--- src/rtl/touch_pkg.sv ---
// Shared definitions for the touch sample conditioning path:
// controller states, panel limits and the packed coordinate layout.
package touch_pkg;

   typedef enum logic [1:0] {
      IDLE    = 2'd0,
      ACQUIRE = 2'd1,
      TRACK   = 2'd2
   } touch_state_e;

   localparam int X_MAX_C = 799;
   localparam int Y_MAX_C = 479;

   // touch_data = {x, y}
   localparam int X_MSB = 31;
   localparam int X_LSB = 16;
   localparam int Y_MSB = 15;
   localparam int Y_LSB = 0;

endpackage

--- src/rtl/touch_axis_acc.sv ---
// One coordinate axis: block reference, accumulator and jitter compare.
// avg_o is the average of the accumulator as it will be after this cycle's sample.
module touch_axis_acc
   import touch_pkg::*;
#(
   parameter int AVG_LOG2 = 2,
   parameter int JITTER   = 8
) (
   input  logic        clk,
   input  logic        rst_n,
   input  logic [15:0] sample_i,
   input  logic        accept_i,
   input  logic        restart_i,
   output logic        within_jitter_o,
   output logic [15:0] avg_o
);

   localparam int AW = 16 + AVG_LOG2;
   localparam logic [15:0] JIT_W = 16'(JITTER);

   logic [15:0]   ref_q, ref_d, delta;
   logic [AW-1:0] acc_q, acc_d;

   always_comb begin
      delta           = (sample_i >= ref_q) ? (sample_i - ref_q) : (ref_q - sample_i);
      within_jitter_o = (delta <= JIT_W);
      ref_d           = ref_q;
      acc_d           = acc_q;
      if (accept_i) begin
         if (restart_i) begin
            ref_d = sample_i;
            acc_d = AW'(sample_i);
         end else begin
            acc_d = acc_q + AW'(sample_i);
         end
      end
      avg_o = acc_d[AW-1:AVG_LOG2];
   end

   always_ff @(posedge clk or negedge rst_n) begin
      if (!rst_n) begin
         ref_q <= '0;
         acc_q <= '0;
      end else begin
         ref_q <= ref_d;
         acc_q <= acc_d;
      end
   end

endmodule

--- src/rtl/touch_filter.sv ---
// Debounces and averages raw touch samples into a packed {x,y} word;
// the word is forced to zero whenever no finger is being tracked.
module touch_filter
   import touch_pkg::*;
#(
   parameter int AVG_LOG2    = 2,
   parameter int JITTER      = 8,
   parameter int TIMEOUT_CYC = 5_000_000,
   parameter int X_MAX       = X_MAX_C,
   parameter int Y_MAX       = Y_MAX_C
) (
   input  logic        clk,
   input  logic        rst_n,
   input  logic        raw_valid,
   input  logic        raw_pressed,
   input  logic [15:0] raw_x,
   input  logic [15:0] raw_y,
   output logic [31:0] touch_data,
   output logic        touch_valid,
   output logic        touch_active
);

   localparam int CW = AVG_LOG2 + 1;
   localparam int TW = $clog2(TIMEOUT_CYC + 1);
   localparam logic [CW-1:0] N_W     = CW'(1 << AVG_LOG2);
   localparam logic [TW-1:0] TO_W    = TW'(TIMEOUT_CYC);
   localparam logic [TW-1:0] EXP_W   = TW'(TIMEOUT_CYC - 1);
   localparam logic [15:0]   X_MAX_W = 16'(X_MAX);
   localparam logic [15:0]   Y_MAX_W = 16'(Y_MAX);

   touch_state_e   state_q, state_d;
   logic [CW-1:0]  count_q, count_d, count_nxt;
   logic [TW-1:0]  timer_q, timer_d;
   logic [31:0]    data_q, data_d;
   logic           valid_q, valid_d, active_q;

   logic           accepted, release_s, expire, restart, complete;
   logic [1:0][15:0] axis_sample, axis_avg;
   logic [1:0]       axis_within;

   // index 1 carries x, index 0 carries y, matching the packed output order
   assign axis_sample = {raw_x, raw_y};

   generate
      for (genvar gi = 0; gi < 2; gi++) begin : g_axis
         touch_axis_acc #(
            .AVG_LOG2 (AVG_LOG2),
            .JITTER   (JITTER)
         ) u_acc (
            .clk             (clk),
            .rst_n           (rst_n),
            .sample_i        (axis_sample[gi]),
            .accept_i        (accepted),
            .restart_i       (restart),
            .within_jitter_o (axis_within[gi]),
            .avg_o           (axis_avg[gi])
         );
      end
   endgenerate

   assign accepted  = raw_valid && raw_pressed && (raw_x <= X_MAX_W) && (raw_y <= Y_MAX_W);
   assign release_s = raw_valid && !raw_pressed;
   assign expire    = (state_q != IDLE) && !accepted && (timer_q == EXP_W);
   assign restart   = (count_q == '0) || !(&axis_within);
   assign count_nxt = restart ? CW'(1) : (count_q + CW'(1));
   assign complete  = accepted && (count_nxt == N_W);

   always_comb begin
      state_d = state_q;
      count_d = count_q;
      data_d  = data_q;
      valid_d = 1'b0;

      if (state_q == IDLE || accepted) begin
         timer_d = '0;
      end else if (timer_q != TO_W) begin
         timer_d = timer_q + TW'(1);
      end else begin
         timer_d = timer_q;
      end

      if (accepted) begin
         count_d = count_nxt;
         if (state_q == IDLE) begin
            state_d = ACQUIRE;
         end
         if (complete) begin
            count_d                = '0;
            state_d                = TRACK;
            data_d[X_MSB:X_LSB]    = axis_avg[1];
            data_d[Y_MSB:Y_LSB]    = axis_avg[0];
            // Pulse only when the word changes or tracking starts, so a
            // repeated identical average is not re-announced.
            valid_d = (state_q != TRACK) || (data_d != data_q);
         end
      end else if ((state_q != IDLE) && (release_s || expire)) begin
         state_d = IDLE;
         count_d = '0;
         timer_d = '0;
         if (state_q == TRACK) begin
            data_d  = '0;
            valid_d = 1'b1;
         end
      end
   end

   always_ff @(posedge clk or negedge rst_n) begin
      if (!rst_n) begin
         state_q  <= IDLE;
         count_q  <= '0;
         timer_q  <= '0;
         data_q   <= '0;
         valid_q  <= 1'b0;
         active_q <= 1'b0;
      end else begin
         state_q  <= state_d;
         count_q  <= count_d;
         timer_q  <= timer_d;
         data_q   <= data_d;
         valid_q  <= valid_d;
         active_q <= (state_d == TRACK);
      end
   end

   assign touch_data   = data_q;
   assign touch_valid  = valid_q;
   assign touch_active = active_q;

endmodule

--- config.mk ---
export PLATFORM = sky130hd
export DESIGN_NAME = touch_filter
export DESIGN_NICKNAME = d
export VERILOG_FILES = /design/src/rtl/touch_pkg.sv /design/src/rtl/touch_axis_acc.sv /design/src/rtl/touch_filter.sv
export SDC_FILE = /design/constraint.sdc
export NUM_CORES = 1
export LEC_CHECK = 0
export ABC_CLOCK_PERIOD_IN_PS = 11200
export CORE_MARGIN = 8
export CORE_UTILIZATION = 40
export CTS_BUF_LIST = sky130_fd_sc_hd__clkbuf_4
export CTS_CLUSTER_DIAMETER = 200
export DETAILED_ROUTE_END_ITERATION = 10
export GPL_TIMING_DRIVEN = 0
export PLACE_DENSITY_LB_ADDON = 0.08
export SLEW_MARGIN = 5
export SYNTH_ARGS = -nofsm -noshare
export SYNTH_HDL_FRONTEND = slang
export SYNTH_SLANG_ARGS = --single-unit
--- constraint.sdc ---
create_clock -name clk -period 11.2 [get_ports clk]
set_input_delay 2.8 -clock clk [delete_from_list [all_inputs] [get_ports clk]]
set_output_delay 2.8 -clock clk [all_outputs]
set_load 0.05 [all_outputs]
# Word level (Yosys, flattened, before mapping)
# Cells that the tools add are included.
[word_totals] register_bits=130 in_bits=36 out_inout_bits=34 wordCells=83
[op_classes] add_sub_neg=8 magnitude_cmp=6 eq_ne=8 muxes=26 n_reduce_logical=23
[op_table] op="32-bit two-way mux" count=4
[op_table] op="23-bit two-way mux" count=4
[op_table] op="18-bit two-way mux" count=4
[op_table] op="16-bit subtractor" count=4
[op_table] op="18-bit by 16-bit adder with 18-bit output" count=2
[op_table] op="16-bit >= comparator" count=2
[op_table] op="16-bit by 4-bit <= comparator with 1-bit output, second input constant" count=2
[op_table] op="16-bit two-way mux" count=2
[op_table] op="32-bit inequality test" count=1
[op_table] op="23-bit by 1-bit adder with 23-bit output, second input constant" count=1
[op_table] op="23-bit equality test, second input constant" count=1
[op_table] op="23-bit inequality test, second input constant" count=1
[op_table] op="16-bit by 10-bit <= comparator with 1-bit output, second input constant" count=1
[op_table] op="16-bit by 9-bit <= comparator with 1-bit output, second input constant" count=1
[op_table] op="3-bit two-way mux" count=4
[op_table] op="1-bit logical AND" count=8
[op_table] op="2-bit two-way mux" count=4
[op_table] op="2-bit nonzero test" count=3
[op_table] op="2-bit equality test, second input constant" count=2
[op_table] op="1-bit logical OR" count=4
[op_table] op="1-bit two-way mux" count=4
[op_table] op="2-bit AND reduction" count=2
[op_table] op="3-bit by 1-bit adder with 3-bit output, second input constant" count=1
[op_table] op="3-bit equality test, second input constant" count=1
[op_table] op="6 further kinds" count=8

# Longest topological paths before layout
# Gate-level depths: netlist of run 1.
[depth] ltp_word=12 depth_mapped=19 depth_no_buf=17

# Modules after synthesis
# Synthesis of run 1 repeated with hierarchy kept, for this count alone.
[unflattened] hier_cells=1184 hier_area_um2=10353.7
[by_module_without_submodules] mod="touch_axis_acc (g_axis[1].u_acc)" n_inst=1 cells_each=445 area_per_inst_um2=3589.7 seq_area_each_um2=850.8
[by_module_without_submodules] mod="touch_axis_acc (g_axis[0].u_acc)" n_inst=1 cells_each=452 area_per_inst_um2=3577.2 seq_area_each_um2=850.8
[by_module_without_submodules] mod="touch_filter" n_inst=1 cells_each=287 area_per_inst_um2=3186.8 seq_area_each_um2=1551.5

# Worst setup path before layout of run 1
# No wires, ideal clock.
[synth_path] kind="input to register" startpoint="input raw_y[1]" endpoint="register valid_q (netlist: touch_valid)" setup_time_ns=0.132 arrival_ns=6.699 required_time_ns=11.068 setup_slack_ns=4.369 cell_stages=18 path_buffers=2 path_cell_list="inv_1 ha_1 buf_6 nor2b_1 o311a_4 o41ai_4 o22ai_1 xor2_1 or3_1 o32a_1 a211oi_4 buf_6 mux2_2 o211a_1 nor4_1 nand4_1 nor4_1 nor2_1"
[synth_between] elab_chain_len=12 elab_cells_between_ends=28 cone_classes="3 x add/sub; 3 x order compare; 2 x eq/ne; 9 x mux; 11 x reduce/logical"
[synth_rtl] item="from (decl)" line_no="touch_filter.sv:17" source="input logic [15:0] raw_y,"
[synth_rtl] item="16-bit subtractor / 16-bit >= comparator (equally long branches)" line_no="touch_axis_acc.sv:25" source="delta = (sample_i >= ref_q) ? (sample_i - ref_q) : (ref_q - sample_i);"
[synth_rtl] item="16-bit two-way mux" line_no="touch_axis_acc.sv:25"
[synth_rtl] item="16-bit by 4-bit <= comparator with 1-bit output" line_no="touch_axis_acc.sv:26" source="within_jitter_o = (delta <= JIT_W);"
[synth_rtl] item="2-bit AND reduction" line_no="touch_filter.sv:64" source="assign restart = (count_q == '0) || !(&axis_within);"
[synth_rtl] item="1-bit zero test" line_no="touch_filter.sv:64"
[synth_rtl] item="1-bit logical OR" line_no="touch_filter.sv:64"
[synth_rtl] item="18-bit two-way mux" line_no="touch_axis_acc.sv:30" source="if (restart_i) begin"
[synth_rtl] item="18-bit two-way mux" line_no="touch_axis_acc.sv:29" source="if (accept_i) begin"
[synth_rtl] item="32-bit inequality test" line_no="touch_filter.sv:94" source="valid_d = (state_q != TRACK) || (data_d != data_q);"
[synth_rtl] item="1-bit logical OR" line_no="touch_filter.sv:94"
[synth_rtl] item="1-bit two-way mux" line_no="touch_filter.sv:87" source="if (complete) begin"
[synth_rtl] item="1-bit two-way mux (*)" line_no="touch_filter.sv:82" source="if (accepted) begin"
[synth_rtl] item="via valid_d" line_no="touch_filter.sv:35" source="logic valid_q, valid_d, active_q;"
[synth_rtl] item="to (signal assigned)" line_no="touch_filter.sv:120" source="valid_q <= valid_d;"
[synth_rtl] item="to (decl)" line_no="touch_filter.sv:35"
# Mark *: on every way through the listed nets, which the timed path passes. The rest lies on a longest branch.
# A chain may end at the register's enable or synchronous reset.

# Worst setup path after layout of run 1
[layout_path] startpoint="input raw_x[5]" endpoint="register data_q[21] (netlist: touch_data[21])"
[layout_between] elab_chain_len=11 elab_cells_between_ends=28 cone_classes="3 x add/sub; 3 x order compare; 2 x eq/ne; 6 x mux; 14 x reduce/logical"
[layout_rtl] item="from (decl)" line_no="touch_filter.sv:16" source="input logic [15:0] raw_x,"
[layout_rtl] item="16-bit subtractor / 16-bit >= comparator (equally long branches)" line_no="touch_axis_acc.sv:25"
[layout_rtl] item="16-bit two-way mux" line_no="touch_axis_acc.sv:25"
[layout_rtl] item="16-bit by 4-bit <= comparator with 1-bit output" line_no="touch_axis_acc.sv:26"
[layout_rtl] item="2-bit AND reduction" line_no="touch_filter.sv:64"
[layout_rtl] item="1-bit zero test" line_no="touch_filter.sv:64"
[layout_rtl] item="1-bit logical OR" line_no="touch_filter.sv:64"
[layout_rtl] item="3-bit two-way mux" line_no="touch_filter.sv:65" source="assign count_nxt = restart ? CW'(1) : (count_q + CW'(1));"
[layout_rtl] item="3-bit equality test" line_no="touch_filter.sv:66" source="assign complete = accepted && (count_nxt == N_W);"
[layout_rtl] item="1-bit logical AND" line_no="touch_filter.sv:66"
[layout_rtl] item="2-bit by 1-bit inequality test with 1-bit output (no source line)"
[layout_rtl] item="3-bit AND reduction (no source line)"
[layout_rtl] item="to (signal assigned)" line_no="touch_filter.sv:119" source="data_q <= data_d;"
[layout_rtl] item="to (decl)" line_no="touch_filter.sv:34" source="logic [31:0] data_q, data_d;"
# Parallel ways exist; a longest one is shown, timed or not. The select of a mux whose other input is x is not followed.

==> flow_metrics.env, run 1 <==
export IMPL_cts_tree="yes"
export IMPL_routed_wl_mm=37.2
export IMPL_via_per_inst=5.77
export IMPL_grt_overflow_total=0
export IMPL_vias=10700
export IMPL_rsz0062_at_grt="no"
export IMPL_grt_pass1_wl_mm=58.7
export IMPL_fmax_mhz=120
export IMPL_slowest_stage="nor2_1"
export IMPL_hp_class="reg -> reg"
export IMPL_p_leak_nw=5.51
export IMPL_yosys_warnings=0
export IMPL_port_buffer_count=69
export IMPL_core_area_sq_um=27600
export IMPL_ctsRootBufferMaster="clkbuf_4"
export IMPL_min_period_over_period_pct=74.7
export IMPL_end_kind="register"
export IMPL_cp_required_ns=11.63
export IMPL_area_growth_pct=13.5
export IMPL_clock_sinks=130
export IMPL_worst_setup_path_start_kind="primary input"
export IMPL_status="finished, final reports clean"
export IMPL_timing_max_cap_violations=0
export IMPL_tightest_slew_ns=0.899
export IMPL_h_tree_depth=4
export IMPL_synth_cells=1377
export IMPL_ir_drop_mv=0.0647
export IMPL_antenna_found_initial=1
export IMPL_avgSynthCellArea_sq_um=8.11
export IMPL_critPathKind="in -> reg"
export IMPL_nets=1602
export IMPL_p_per_area_nw_per_um2=78.6
export IMPL_gp_congestion=0.942
export IMPL_crit_family="simple AND/OR/NAND/NOR gates"
export IMPL_multi_input_area_sq_um=7300
export IMPL_skew_ns=0.0295
export IMPL_finalCriticalPeriod_ns=8.36
export IMPL_cp_num_buf_inv=4
export IMPL_cts_resized=0
export IMPL_grt_use_total_pct=22.2
export IMPL_syn_cell_area_sq_um=11200
export IMPL_regArea_sq_um=3250
export IMPL_seq_area_frac_synth_pct=29.1
export IMPL_cts_buffer_depth=2
export IMPL_hpwl_mm=29.0
export IMPL_worstSkewPairLatency_ns=0.56
export IMPL_relSlewSlack_pct=40.1
export IMPL_critical_path_max_stage_delay_ns=0.77
export IMPL_synth_seq_cells=130
export IMPL_initial_utilization_pct=40.4
export IMPL_hold_slack_ns=0.519
export IMPL_hold_viol_final=0
export IMPL_wl_per_cell_um=20.0
export IMPL_tns_ns=0
export IMPL_rr_worst_depth=15
export IMPL_die_h_um=183
export IMPL_path_cells="clkdlybuf4s50_1 > inv_1 > ha_1 > clkbuf_1 > and2_1 > o2111ai_1 > and3_1 > o31ai_1 > a31oi_1 > nor4_1 > nand4_1 > a211oi_4 > nand2_1 > nor2_1 > a31oi_1 > clkbuf_1 > a22o_1"
export IMPL_async_flop_share_pct=100
export IMPL_cts_clk_slew_worst_paths_ns=0.12
export IMPL_postCtsHoldBufs=0
export IMPL_finalSetupViolCount=0
export IMPL_synth_distinct_cells=84
export IMPL_cts_buffers=17
export IMPL_critical_path_depth=17
export IMPL_synth_area_leaders="dfrtp_1 29%, ha_1 11%, o21ai_0 4.8%"
export IMPL_synth_top_cell_area_share_pct=29.1
export IMPL_post_cts_setup_buffer_count=0
export IMPL_ys_flop_type="dfrtp_1"
export IMPL_fp_row_count=61
export IMPL_layout_drive_gt1_share_pct=4.06
export IMPL_grt_pass1_vias=10400
export IMPL_io_pins=70
export IMPL_synth_area_leader_cell="dfrtp_1"
export IMPL_synth_nets=1513
export IMPL_die_x_um=183
export IMPL_dr_pass1_iters=5
export IMPL_drt_first_iter_violations=1038
export IMPL_dieArea_sq_um=33500
export IMPL_fill_cells=2824
export IMPL_grt_max_degree=80
export IMPL_cp_max_fo=10
export IMPL_synth_edf_count=0
export IMPL_min_delay_path_depth=2
export IMPL_ant_nets=0
export IMPL_route_detailed_drc=0
export IMPL_finalMaxSlewViolations=0
export IMPL_worst_ep_arrival_time_ns=8.79
==> cells in the final DEF (no fill, tap or decap), types with 11 or more instances in the layout <==
master,n
a211oi_1,20
o211ai_1,15
nand4_1,18
ha_1,98
nor2b_1,13
inv_1,102
o21ai_0,106
xor2_1,49
a21o_1,19
clkbuf_1,48
o21a_1,22
clkdlybuf4s50_1,68
a21oi_1,87
xnor2_1,34
mux2i_1,11
nand2b_1,19
o31ai_1,19
nor2_1,138
clkbuf_4,18
a31oi_1,15
dfrtp_1,130
nand2_1,124
nor3_1,32
a22o_1,29
nand3_1,39
nor4_1,18
==> path summary, 6_finish.rpt <==
check,start,slack (ns),endpoint
min in group asynchronous,rst_n,2.20,g_axis[0].u_acc.ref_q[0]
max in group asynchronous,rst_n,8.21,touch_data[7]
min reg2reg,count_q[0],0.52,count_q[0]
max,raw_x[5],2.84,touch_data[21]
min,count_q[0],0.52,count_q[0]
max reg2reg,g_axis[1].u_acc.ref_q[5],5.47,touch_data[21]
==> cell usage after synthesis, drive strengths merged, types with 5 or more instances <==
library cell,number
nor2,138
dfrtp,130
nand2,124
o21ai,108
inv,102
ha,98
a21oi,88
xor2,49
clkbuf,48
nand3,39
xnor2,34
nor3,32
a22o,29
o21a,22
a211oi,21
a21o,19
nand2b,19
o31ai,19
nand4,18
nor4,18
a31oi,15
o211ai,15
nor2b,13
mux2i,11
and2,10
and3,10
buf,9
o2111ai,9
o221ai,9
o211a,8
or2,7
nor3b,6
o21bai,6
o22ai,6
or3,6
and4,5
nor4b,5
o41ai,5
or4,5
==> stage by stage <==
stage | cells | total power [mW] | util, % | instance area, sq um | worst slack [ns]
finish | 1858 | 0.997 | 45.9 | 12700 | 2.84
global route | 1858 | 1.04 | 45.9 | 12700 | 2.45
CTS | 1857 | 1.00 | 45.9 | 12700 | 2.85
floorplan | 1377 | 0.576 | - | 11200 | 4.37
global placement | 1824 | 0.638 | 44.6 | 12300 | 1.50
detailed placement | 1825 | 0.639 | 44.7 | 12400 | 2.30
==> tightest hold or removal path, stage by stage (launching register included) <==
cell,delay (ns)
dfrtp_1,0.39
nand2_1,0.06
nand2_1,0.05
==> power breakdown <==
| group | total, mW | internal [mW] | switching [mW] |
|---|---|---|---|
| registers | 0.470 | 0.470 | 0.000173 |
| logic | 0.163 | 0.0594 | 0.104 |
| clock network | 0.364 | 0.161 | 0.204 |
==> flip-flops by register name, summed over array words and instances, names as in the netlist <==
signal,flops
touch_valid,1
state_q,2
timer_q,23
g_axis.u_acc.ref_q,32
g_axis.u_acc.acc_q,36
touch_data,32
count_q,3
touch_active,1
==> routing by layer <==
layer | wire [um] | vias up | GRT usage [%] | part of all wire, %
li1 | - | 5195 | - | -
met1 | 17600 | 5134 | 30.5 | 47
met2 | 16600 | 344 | 34.8 | 45
met3 | 2230 | 54 | 4.37 | 6.0
met4 | 830 | 0 | 6.41 | 2.2
met5 | 0 | - | 0 | 0
==> cells by family after synthesis <==
logic type | after synthesis | share of synthesized area [%]
AOI/OAI and AO/OA | 427 | 26.2
xor gates and xnor gates | 83 | 6.51
adders and majority gates | 100 | 11.3
buffers and inverters | 159 | 5.51
DFF | 130 | 29.1
muxes | 14 | 1.39
and+or+nand+nor | 464 | 19.9
==> area by class of cell <==
| class | count | area share, % |
|---|---|---|
| clock inverter | 14 | 1.40 |
| tap | 378 | 3.73 |
| multi-input combinational | 1088 | 57.6 |
| clock buffer | 18 | 1.07 |
| inverter | 102 | 3.02 |
| buffer | 57 | 1.84 |
| antenna | 1 | 0.0197 |
| sequential | 130 | 25.7 |
| timing repair buffer | 70 | 5.68 |
Note: power is estimated with default switching activity, not from simulation.
==> run 2, diff against run 1 <==
Settings changed: ABC_CLOCK_PERIOD_IN_PS 11200 to 7500.
Clock period 11.2 ns to 7.5 ns, I/O delays scaled along.
==> run 2 against run 1 <==
Setup slack got worse by 2.5 ns. Critical path depth is the same. Global-route usage is the same. Combinational power is 50% higher. Sequential power is 49% higher. Utilization up 0.077 points. Worst hold slack better by 0.0013 ns. Cell count did not move. First-iteration DRC count fell by 2.3%. Via count about the same. Flip-flop and latch count unchanged. Highest routed layer unchanged.
==> flow_metrics.env, run 2 (same netlist as run 1, synthesis figures left out) <==
export IMPL_core_area_sq_um=27600
export IMPL_ctsRootBufferMaster="clkbuf_4"
export IMPL_p_leak_nw=5.51
export IMPL_tightest_slew_ns=0.856
export IMPL_rsz0062_at_grt="no"
export IMPL_routed_wl_mm=37.2
export IMPL_layout_drive_gt1_share_pct=4.26
export IMPL_h_tree_depth=4
export IMPL_layout_common_cells="137 x nor2_1, 130 x dfrtp_1, 124 x nand2_1"
export IMPL_area_growth_pct=13.7
export IMPL_die_h_um=183
export IMPL_relSlewSlack_pct=42.4
export IMPL_critPathKind="in -> reg"
export IMPL_cts_clk_slew_worst_paths_ns=0.12
export IMPL_p_per_area_nw_per_um2=118
export IMPL_hold_viol_final=0
export IMPL_dr_pass1_iters=5
export IMPL_path_cells="clkdlybuf4s50_1 > inv_1 > ha_1 > buf_2 > a21oi_2 > o21ai_2 > or4_1 > a221oi_2 > nor2_1 > or3_1 > o32a_1 > a211oi_4 > nand2_1 > nor2_2 > a31oi_1 > clkbuf_1 > a22o_1"
export IMPL_regMostFlops="g_axis.u_acc.acc_q"
export IMPL_vias=10700
export IMPL_grt_overflow_total=0
export IMPL_route_detailed_drc=0
export IMPL_cts_tree="yes"
export IMPL_grt_use_total_pct=22.2
export IMPL_largest_register_ffs=36
export IMPL_antenna_found_initial=1
export IMPL_clock_sinks=130
export IMPL_worst_ep_arrival_time_ns=7.57
export IMPL_slowest_stage="clkdlybuf4s50_1"
export IMPL_grt_pass1_wl_mm=58.7
export IMPL_die_x_um=183
export IMPL_finalSetupViolCount=0
export IMPL_worst_setup_path_start_kind="primary input"
export IMPL_crit_start="raw_y[9]"
export IMPL_hpwl_mm=29.0
export IMPL_dieArea_sq_um=33500
export IMPL_end_kind="register"
export IMPL_post_place_ws_ns=-0.472
export IMPL_nets=1602
export IMPL_fmax_mhz=140
export IMPL_grt_max_degree=80
export IMPL_final_common_cell="nor2_1"
export IMPL_status="finished, final reports clean"
export IMPL_min_period_over_period_pct=95.2
export IMPL_skew_ns=0.0322
export IMPL_dpl_instance_area_sq_um=12400
export IMPL_postCtsHoldBufs=0
export IMPL_final_util_pct=46.0
export IMPL_timing_max_cap_violations=0
export IMPL_cts_buffers=17
export IMPL_worstHoldStart="count_q[0]"
export IMPL_r2r_start="g_axis[0].u_acc.ref_q[5]"
export IMPL_initial_utilization_pct=40.4
export IMPL_drt_first_iter_violations=1014
export IMPL_finalMaxSlewViolations=0
export IMPL_finalCriticalPeriod_ns=7.14
export IMPL_fp_row_count=61
export IMPL_port_buffer_count=69
export IMPL_hp_class="reg -> reg"
export IMPL_wl_per_cell_um=20.0
export IMPL_worstSkewPairLatency_ns=0.56
export IMPL_ant_nets=0
export IMPL_via_per_inst=5.77
export IMPL_io_pins=70
export IMPL_cp_required_ns=7.93
export IMPL_ir_drop_mv=0.0967
export IMPL_cp_max_fo=10
export IMPL_grt_pass1_vias=10400
export IMPL_hold_slack_ns=0.520
export IMPL_cts_buffer_depth=2
export IMPL_critical_path_max_stage_delay_ns=0.75
export IMPL_fin_area_sq_um=12700
export IMPL_gp_congestion=0.942
export IMPL_setup_ws_ns=0.361
==> run 2: critical path, delay by kind of cell <==
| family | cells | cell delay (ns) |
|---|---|---|
| buf+inv | 4 | 1.44 |
| simple gates | 5 | 2.01 |
| compound gates | 7 | 1.96 |
| fa+ha+maj | 1 | 0.29 |
==> run 2: final cells by class <==
cell class	instances	area, sq um
Timing Repair Buffer	70	719
Buffer	57	234
Tap cell	378	473
Fill cell	2823	14900
Antenna cell	1	2.50
Inverter	102	383
Sequential cell	130	3250
Multi-Input combinational cell	1088	7320
Clock inverter	14	178
Clock buffer	18	135
==> run 2: report_power, final <==
part | internal, mW | leakage, nW | switching (mW)
logic | 0.0892 | 3.61 | 0.156
registers | 0.701 | 1.73 | 0.000258
clock network | 0.240 | 0.168 | 0.306
total | 1.03 | 5.51 | 0.463
==> run 2: what timing repair did <==
action | 4_1_cts | 5_1_grt
buffers inserted | 0 | 0
setup endpoints to repair | 0 | 46
resized for setup | 0 | 5
==> run 2: routing by layer <==
metal | vias up | GRT usage (%) | wire length (um)
met1 | 5143 | 30.5 | 17800
met2 | 326 | 34.8 | 16500
met5 | - | 0 | 0
li1 | 5192 | - | -
met3 | 59 | 4.37 | 2110
met4 | 0 | 6.41 | 879
==> run 2: path summary, 6_finish.rpt <==
check                                  to  slack [ns]  depth (start not counted)
max                        touch_data[21]        0.36                         17
min                            count_q[0]        0.52                          2
max reg2reg                touch_data[12]        2.06                         15
min reg2reg                    count_q[0]        0.52                          2
max in group asynchronous   touch_data[7]        5.43                          2
min in group asynchronous     timer_q[15]        1.28                          1
==> run 2: stage by stage <==
stage          std cells  power [mW]  setup TNS (ns)
2_1_floorplan       1377       0.860               0
3_3_place_gp        1824       0.953         -183.11
3_5_place_dp        1825       0.954          -19.48
4_1_cts             1857        1.50               0
5_1_grt             1858        1.56               0
6_report            1858        1.49               0
